<file path="config.mk">
export PLATFORM = sky130hd
export DESIGN_NAME = unidade_controle_jogo_rodadas
export DESIGN_NICKNAME = d
export VERILOG_FILES = /design/src/rtl/jogo_pkg.sv /design/src/rtl/unidade_controle_jogo_rodadas_contador_timeout.sv /design/src/rtl/unidade_controle_jogo_rodadas.sv
export SDC_FILE = /design/constraint.sdc
export NUM_CORES = 1
export LEC_CHECK = 0
export CORE_MARGIN = 5
export CORE_UTILIZATION = 54
export DETAILED_ROUTE_END_ITERATION = 12
export MAX_ROUTING_LAYER = met4
export PLACE_DENSITY = 0.84
export RECOVER_POWER = 25
export SLEW_MARGIN = 20
export SYNTH_ARGS = -nofsm -noshare
export SYNTH_HDL_FRONTEND = slang
export SYNTH_HIERARCHICAL = 1
export SYNTH_SLANG_ARGS = --single-unit
</file>
<file path="constraint.sdc">
create_clock -name clock -period 5.2 [get_ports clock]
set_clock_uncertainty 0.1 [all_clocks]
set_input_delay 1.3 -clock clock [delete_from_list [all_inputs] [get_ports clock]]
set_output_delay 1.3 -clock clock [all_outputs]
set_load 0.02 [all_outputs]
</file>
<file path="src/rtl/jogo_pkg.sv">
`default_nettype none
// ============================================================================
// Module      : jogo_pkg
// Description : Shared constants for the memory game: FSM state codes,
//               default per-move timeout and number of rounds.
// Revision    : 1.0 - initial release
// ============================================================================
package jogo_pkg;

  // State codes, also shown on the hex display through db_estado
  localparam logic [3:0] INICIAL     = 4'h0;
  localparam logic [3:0] PREPARA     = 4'h1;
  localparam logic [3:0] ESPERA      = 4'h2;
  localparam logic [3:0] REGISTRA    = 4'h4;
  localparam logic [3:0] COMPARA     = 4'h5;
  localparam logic [3:0] PROX_JOG    = 4'h6;
  localparam logic [3:0] PROX_ROD    = 4'h7;
  localparam logic [3:0] FIM_ACERTO  = 4'hA;
  localparam logic [3:0] FIM_TIMEOUT = 4'hD;
  localparam logic [3:0] FIM_ERRO    = 4'hE;

  // Clocks allowed between entering ESPERA and a button press
  localparam int TIMEOUT_CYCLES_PADRAO = 5000;

  // Rounds in a full game (rodada counter runs 0..15)
  localparam int NUM_RODADAS = 16;

endpackage
`default_nettype wire

</file>
<file path="src/rtl/unidade_controle_jogo_rodadas_contador_timeout.sv">
`default_nettype none
// ============================================================================
// Module      : contador_timeout
// Description : Per-move timeout counter. Counts while enabled, clears
//               synchronously whenever disabled, flags the last allowed cycle.
// Revision    : 1.0 - initial release
// ============================================================================
module contador_timeout #(
  parameter int TIMEOUT_CYCLES = 5000,
  parameter int TW             = 13
) (
  input  logic clock,
  input  logic reset,
  input  logic enable,
  output logic fim
);

  localparam logic [TW-1:0] C_ULTIMO = TW'(TIMEOUT_CYCLES - 1);

  logic [TW-1:0] r_contagem;

  // Count while waiting for a move; any other state restarts from zero
  always_ff @(posedge clock) begin
    if (reset || !enable) begin
      r_contagem <= '0;
    end else begin
      r_contagem <= r_contagem + 1'b1;
    end
  end

  // Gated by enable so a stale count can never raise fim outside ESPERA
  assign fim = enable && (r_contagem == C_ULTIMO);

endmodule
`default_nettype wire

</file>
<file path="src/rtl/unidade_controle_jogo_rodadas.sv">
`default_nettype none
// ============================================================================
// Module      : unidade_controle_jogo_rodadas
// Description : Control unit for the memory game. Sequences rounds, detects
//               button press edges, owns the per-move timeout and drives the
//               datapath enables and game status outputs (all Moore).
// Revision    : 1.0 - initial release
// ============================================================================
module unidade_controle_jogo_rodadas
  import jogo_pkg::*;
#(
  parameter int TIMEOUT_CYCLES = TIMEOUT_CYCLES_PADRAO,
  parameter int TW             = 13
) (
  input  logic       clock,
  input  logic       reset,
  input  logic       jogar,
  input  logic       tem_jogada,
  input  logic       jogada_correta,
  input  logic       endereco_igual,
  input  logic       fim_rodadas,
  output logic       zera_jogada,
  output logic       conta_jogada,
  output logic       zera_rodada,
  output logic       conta_rodada,
  output logic       registra_jogada,
  output logic       pronto,
  output logic       ganhou,
  output logic       perdeu,
  output logic       db_timeout,
  output logic [3:0] db_estado
);

  logic [3:0] r_estado;
  logic [3:0] w_proximo;
  logic       r_tem_jogada_ant;
  logic       w_borda;
  logic       w_fim_timeout;

  // Previous sample of tem_jogada; a button held across ESPERA entry has
  // this already set, so it cannot produce an edge
  always_ff @(posedge clock) begin
    if (reset) begin
      r_tem_jogada_ant <= 1'b0;
    end else begin
      r_tem_jogada_ant <= tem_jogada;
    end
  end

  assign w_borda = tem_jogada && !r_tem_jogada_ant;

  contador_timeout #(
    .TIMEOUT_CYCLES (TIMEOUT_CYCLES),
    .TW             (TW)
  ) u_contador_timeout (
    .clock  (clock),
    .reset  (reset),
    .enable (r_estado == ESPERA),
    .fim    (w_fim_timeout)
  );

  // State register
  always_ff @(posedge clock) begin
    if (reset) begin
      r_estado <= INICIAL;
    end else begin
      r_estado <= w_proximo;
    end
  end

  // Next-state logic; in ESPERA a press edge takes priority over the timeout
  always_comb begin
    w_proximo = r_estado;
    case (r_estado)
      INICIAL:  if (jogar) w_proximo = PREPARA;
      PREPARA:  w_proximo = ESPERA;
      ESPERA: begin
        if (w_borda) begin
          w_proximo = REGISTRA;
        end else if (w_fim_timeout) begin
          w_proximo = FIM_TIMEOUT;
        end
      end
      REGISTRA: w_proximo = COMPARA;
      COMPARA: begin
        if (!jogada_correta) begin
          w_proximo = FIM_ERRO;
        end else if (!endereco_igual) begin
          w_proximo = PROX_JOG;
        end else if (fim_rodadas) begin
          w_proximo = FIM_ACERTO;
        end else begin
          w_proximo = PROX_ROD;
        end
      end
      PROX_JOG: w_proximo = ESPERA;
      PROX_ROD: w_proximo = ESPERA;
      FIM_ACERTO, FIM_ERRO, FIM_TIMEOUT: begin
        if (jogar) w_proximo = PREPARA;
      end
      default:  w_proximo = INICIAL;
    endcase
  end

  // Moore outputs decoded from the registered state only
  always_comb begin
    zera_jogada     = (r_estado == PREPARA) || (r_estado == PROX_ROD);
    zera_rodada     = (r_estado == PREPARA);
    conta_jogada    = (r_estado == PROX_JOG);
    conta_rodada    = (r_estado == PROX_ROD);
    registra_jogada = (r_estado == REGISTRA);
    ganhou          = (r_estado == FIM_ACERTO);
    perdeu          = (r_estado == FIM_ERRO) || (r_estado == FIM_TIMEOUT);
    db_timeout      = (r_estado == FIM_TIMEOUT);
    pronto          = ganhou || perdeu;
    db_estado       = r_estado;
  end

endmodule
`default_nettype wire

</file>
-- After elaboration in Yosys (flattened, before gate mapping)
Cells that the tools add are included.
- output and inout port bits: 13
- logic and storage cells: 35
- flip-flop bits (word level): 18
- bits of input ports: 7
- equal/unequal tests: 12
- muxes and demuxes: 7
- reductions and logical operators: 12
- add/subtract/negate cells: 1
- operators by type and width (kind ; number):
    4-bit 2-to-1 mux ; 6
    4-bit case mux with 5 select lines ; 1
    4-bit by 3-bit == test with 1-bit output, second input constant ; 4
    13-bit by 1-bit adder with 13-bit output, second input constant ; 1
    13-bit == test, second input constant ; 1
    4-bit == test, second input constant ; 3
    4-bit by 1-bit == test with 1-bit output, second input constant ; 1
    4-bit by 2-bit == test with 1-bit output, second input constant ; 1
    4-bit zero test ; 1
    1-bit logical OR ; 4
    4-bit OR reduction ; 1
    3-bit != test, second input constant ; 1
    3-bit OR reduction ; 1
    1-bit logical AND ; 2
    1-bit zero test ; 2
    2-bit by 1-bit != test with 1-bit output, second input constant ; 1
    2-bit AND reduction ; 1

-- Depth between registers and ports, before layout
- depth in word-level cells: 5
- gate-level depth with buffers: 9
- depth with buffers taken out: 8

-- By module
The synthesis kept the hierarchy.
- by module, submodules not included (module ; area an instance (µm²) ; instances ; cells each ; sequential area each (µm²)):
    contador_timeout ; 603.1 ; 1 ; 68 ; 260.2
    unidade_controle_jogo_rodadas ; 437.9 ; 1 ; 58 ; 100.1

-- Least setup slack after synthesis
Ideal clock, no wire load.
- kind: reg2out
- start: register r_estado[0], in the netlist db_estado[0]
- end: output port zera_jogada
- cell stages (with the launch flop): 5
- buffers on the path: 1
- slack: 2267 ps
- arrival: 1533 ps
- required time: 3800 ps
- path through: dfxtp_1 buf_2 nand2b_1 nor3_1 or2_2
- cells in the longest elaborated chain, start to end: 2
- elaborated cells between the ends (all ways): 3
- classes of those cells: eq/ne: 2; reduce/logical: 1
- ends and longest elaborated chain (what ; RTL line ; source):
    start: declaration ; unidade_controle_jogo_rodadas.sv:34 ; logic [3:0] r_estado;
    start signal: assignment ; unidade_controle_jogo_rodadas.sv:67 ; r_estado <= w_proximo;
    4-bit by 1-bit == test with 1-bit output ; - ;
    via zera_rodada ; unidade_controle_jogo_rodadas.sv:24 ; output logic zera_rodada,
    1-bit logical OR ; unidade_controle_jogo_rodadas.sv:107 ; zera_jogada = (r_estado == PREPARA) || (r_estado == PROX_ROD);
    end: declaration ; unidade_controle_jogo_rodadas.sv:22 ; output logic zera_jogada,
The timed path passes the listed nets, and every way through them passes these cells.

-- Worst setup path in the final report
- start: register r_estado[0], in the netlist db_estado[0]
- end: output port zera_jogada
- cells in the longest elaborated chain, start to end: 2
- elaborated cells between the ends (all ways): 3
- classes of those cells: eq/ne: 2; reduce/logical: 1
- ends and longest elaborated chain (what ; RTL line):
    4-bit by 1-bit == test with 1-bit output or 4-bit by 3-bit == test with 1-bit output (tied branches) ; unidade_controle_jogo_rodadas.sv:107
    1-bit logical OR (*) ; unidade_controle_jogo_rodadas.sv:107
Mark *: on every way between the ends. The rest lies on a longest branch, timed or not.

==> impl_metrics.py <==
metrics = {
    "logic_synthesis": {
        "synth_area_leaders": "dfxtp_1 (35%), nand2_1 (4.3%), nor2_1 (3.6%), a21oi_1 (3.4%), nand2b_1 (3.0%)",
        "syn_nets": 134,
        "synth-main-ff-cell": "dfxtp_1",
        "yosysWarnings": 6,
        "synth_top_area_frac": 0.346,
        "synth_edf_count": 0,
        "netlist_area_um2": 1040,
        "synthArstFlopShare": 0,
        "synthCells": 126,
        "ys_ff_latch": 18,
        "ys_types": 45,
        "yosysSeqAreaShare": 0.346,
        "synth_top_cell_by_area": "dfxtp_1",
        "syn_area_per_cell_um2": 8.26,
    },
    "final_layout": {
        "syn2layout_area_growth_pct": 20.4,
        "fin_area_um2": 1250,
        "drive_gt1_frac": 0.0839,
        "fin_nets": 153,
        "antennaDiodeCount": 0,
        "final_cell_mix": "dfxtp_1 (18), clkdlybuf4s50_1 (18), nand2_1 (12)",
    },
    "placement": {
        "dpl_cell_area_um2": 1230,
        "dpl.hpwl_um": 1750,
        "gp_congestion": 0.880,
        "preCtsSetupSlack_ns": 2.11,
        "portBuffers": 19,
    },
    "route": {
        "first_iter_violations": 28,
        "via_per_inst": 5.85,
        "num_vias": 983,
        "drt-pass1-iter-count": 5,
        "routed_wl_um": 2270,
        "drc": 0,
        "drtAntennaViolNets": 0,
        "avgRoutedWirePerCell_um": 13.5,
    },
    "timing": {
        "post-route-min-period_ns": 3.40,
        "relSlewSlack": 0.705,
        "fin_crit_sh": 0.653,
        "finalWorstSetupSlack_ns": 1.80,
        "worst_pin_slew_ns": 0.443,
        "drv_slew": 0,
        "tns_ns": 0,
        "finalHoldViolCount": 0,
        "setup_violations": 0,
        "rsz0062_at_grt": "false",
        "clock.fmax_mhz": 294,
    },
    "worst_setup_path": {
        "worst_r2r_path_depth": 8,
        "crit_path_end_kind": "output pin",
        "critPathArrivalTime_ns": 2.00,
        "worst_ep_required_time_ns": 3.80,
        "startpoint_type": "register",
        "r2r_end": "db_estado[2]",
        "r2r_slack_ns": 2.42,
        "path_max_fanout": 11,
        "crit_type": "reg -> out",
        "r2r_start": "db_estado[1]",
    },
    "die": {
        "io_pins": 20,
        "die_w_um": 53.9,
        "core-area_um2": 1780,
        "start_util": 0.584,
        "row_count": 15,
        "dieArea_um2": 2910,
        "die_h_um": 53.9,
    },
    "power_and_ir_drop": {
        "peakVddDrop_uv": 285,
        "power_leakage_nw": 0.429,
        "power_density_nw_per_um2": 412,
    },
    "clock_network": {
        "cts_setup_buffers": 0,
        "root_buffer": "clkbuf_4",
        "clk_pin_slew_worst_paths_ns": 0.10,
        "cts.path.max_buffers": 2,
        "cts_sinks": 18,
        "h-tree-depth": 1,
        "cts_hold_buf": 0,
        "cts_tree": "yes",
        "cts_made_buffers": 3,
        "worstSkewPairLatency_ns": 0.29,
        "cts_resized": 0,
    },
    "worst_hold_path": {
        "min_from": "u_contador_timeout/r_contagem[0]",
        "hold_class": "reg -> reg",
        "whs_path_depth": 1,
        "whs_endpoint": "u_contador_timeout/r_contagem[0]",
    },
    "global_routing": {
        "overflow": 0,
        "gr-usage-all-layers": 0.182,
        "grt_max_degree": 13,
        "grt_pass1_vias": 872,
        "grt_first_pass_wirelength_um": 3820,
        "antenna_found_initial": 0,
    },
    "flow_run": {
        "max_cap_viol_count": 0,
    },
    "status": {
        "outcome": "finished clean",
    },
}
[worst max path at each step]
| stage | slack (ns) | endpoint | startpoint |
|---|---|---|---|
| after detailed placement | 2.11 | zera_jogada | db_estado[0] |
| after global routing | 1.69 | zera_jogada | db_estado[0] |
| after CTS | 1.78 | zera_jogada | db_estado[0] |
| after floorplan | 2.27 | zera_jogada | db_estado[0] |
| after global placement | 2.22 | pronto | db_estado[1] |
| final | 1.80 | zera_jogada | db_estado[0] |
[critical path, stage by stage (launching register included)]
cell             delay, ns
dfxtp_1               0.55
nand2b_1              0.18
nor3_1                0.22
or2_2                 0.15
clkdlybuf4s50_1       0.60
[cell usage after synthesis, types with 2 or more instances]
| cell type | instances |
|---|---|
| or3_1 | 3 |
| o31ai_1 | 4 |
| or4_1 | 3 |
| nand2_1 | 12 |
| clkbuf_1 | 2 |
| dfxtp_1 | 18 |
| xnor2_1 | 2 |
| nand3_1 | 3 |
| nor4_1 | 3 |
| nor3_1 | 4 |
| nor2_1 | 10 |
| xor2_1 | 2 |
| inv_1 | 6 |
| o21ai_0 | 3 |
| nand4_1 | 3 |
| a21oi_1 | 7 |
| o21a_1 | 2 |
| nand2b_1 | 5 |
| nor2b_1 | 5 |
| or2_2 | 3 |
| and3_1 | 2 |
[flip-flops by register name, summed over array words and instances, names as in the netlist]
| name | count |
|---|---|
| db_estado | 4 |
| u_contador_timeout/r_contagem | 13 |
| r_tem_jogada_ant | 1 |
[layer usage]
layer,global-route usage,up-vias,share of wire
met3,0.0499,2,0.078
met4,0.0383,0,0.0035
met2,0.292,38,0.46
met5,-,-,0
li1,-,496,-
met1,0.228,447,0.46
[power by group]
group          leakage (nW)  switching (mW)  internal [mW]
clock network        0.0138          0.0405         0.0270
logic                 0.269           0.127          0.128
registers             0.146          0.0404          0.154
[per-stage QoR]
step	total power [mW]	hold slack (ns)	std cells	util
after global placement	0.445	0.346	165	0.691
after global routing	0.552	0.389	168	0.703
after CTS	0.521	0.373	168	0.703
final	0.517	0.368	168	0.703
after detailed placement	0.451	0.350	165	0.691
after floorplan	0.377	0.326	126	-
[layout make-up]
cell class              instances  area, µm²
well taps                      25       31.3
fillers                       150        529
clock buffers                   3       22.5
repair buffers                 19        190
multi-input cells              97        627
inverters                       6       22.5
flip-flops and latches         18        360
[logic make-up after synthesis]
family,share of synthesized area
multiplexers,0.0240
adder cells (fa/ha/maj),0.0120
XOR/XNOR,0.0337
AND/OR/NAND/NOR,0.337
buffers and inverters,0.0517
flip-flops,0.346
AO/OA/AOI/OAI,0.196
No activity file was read; power rests on OpenSTA's default activity.
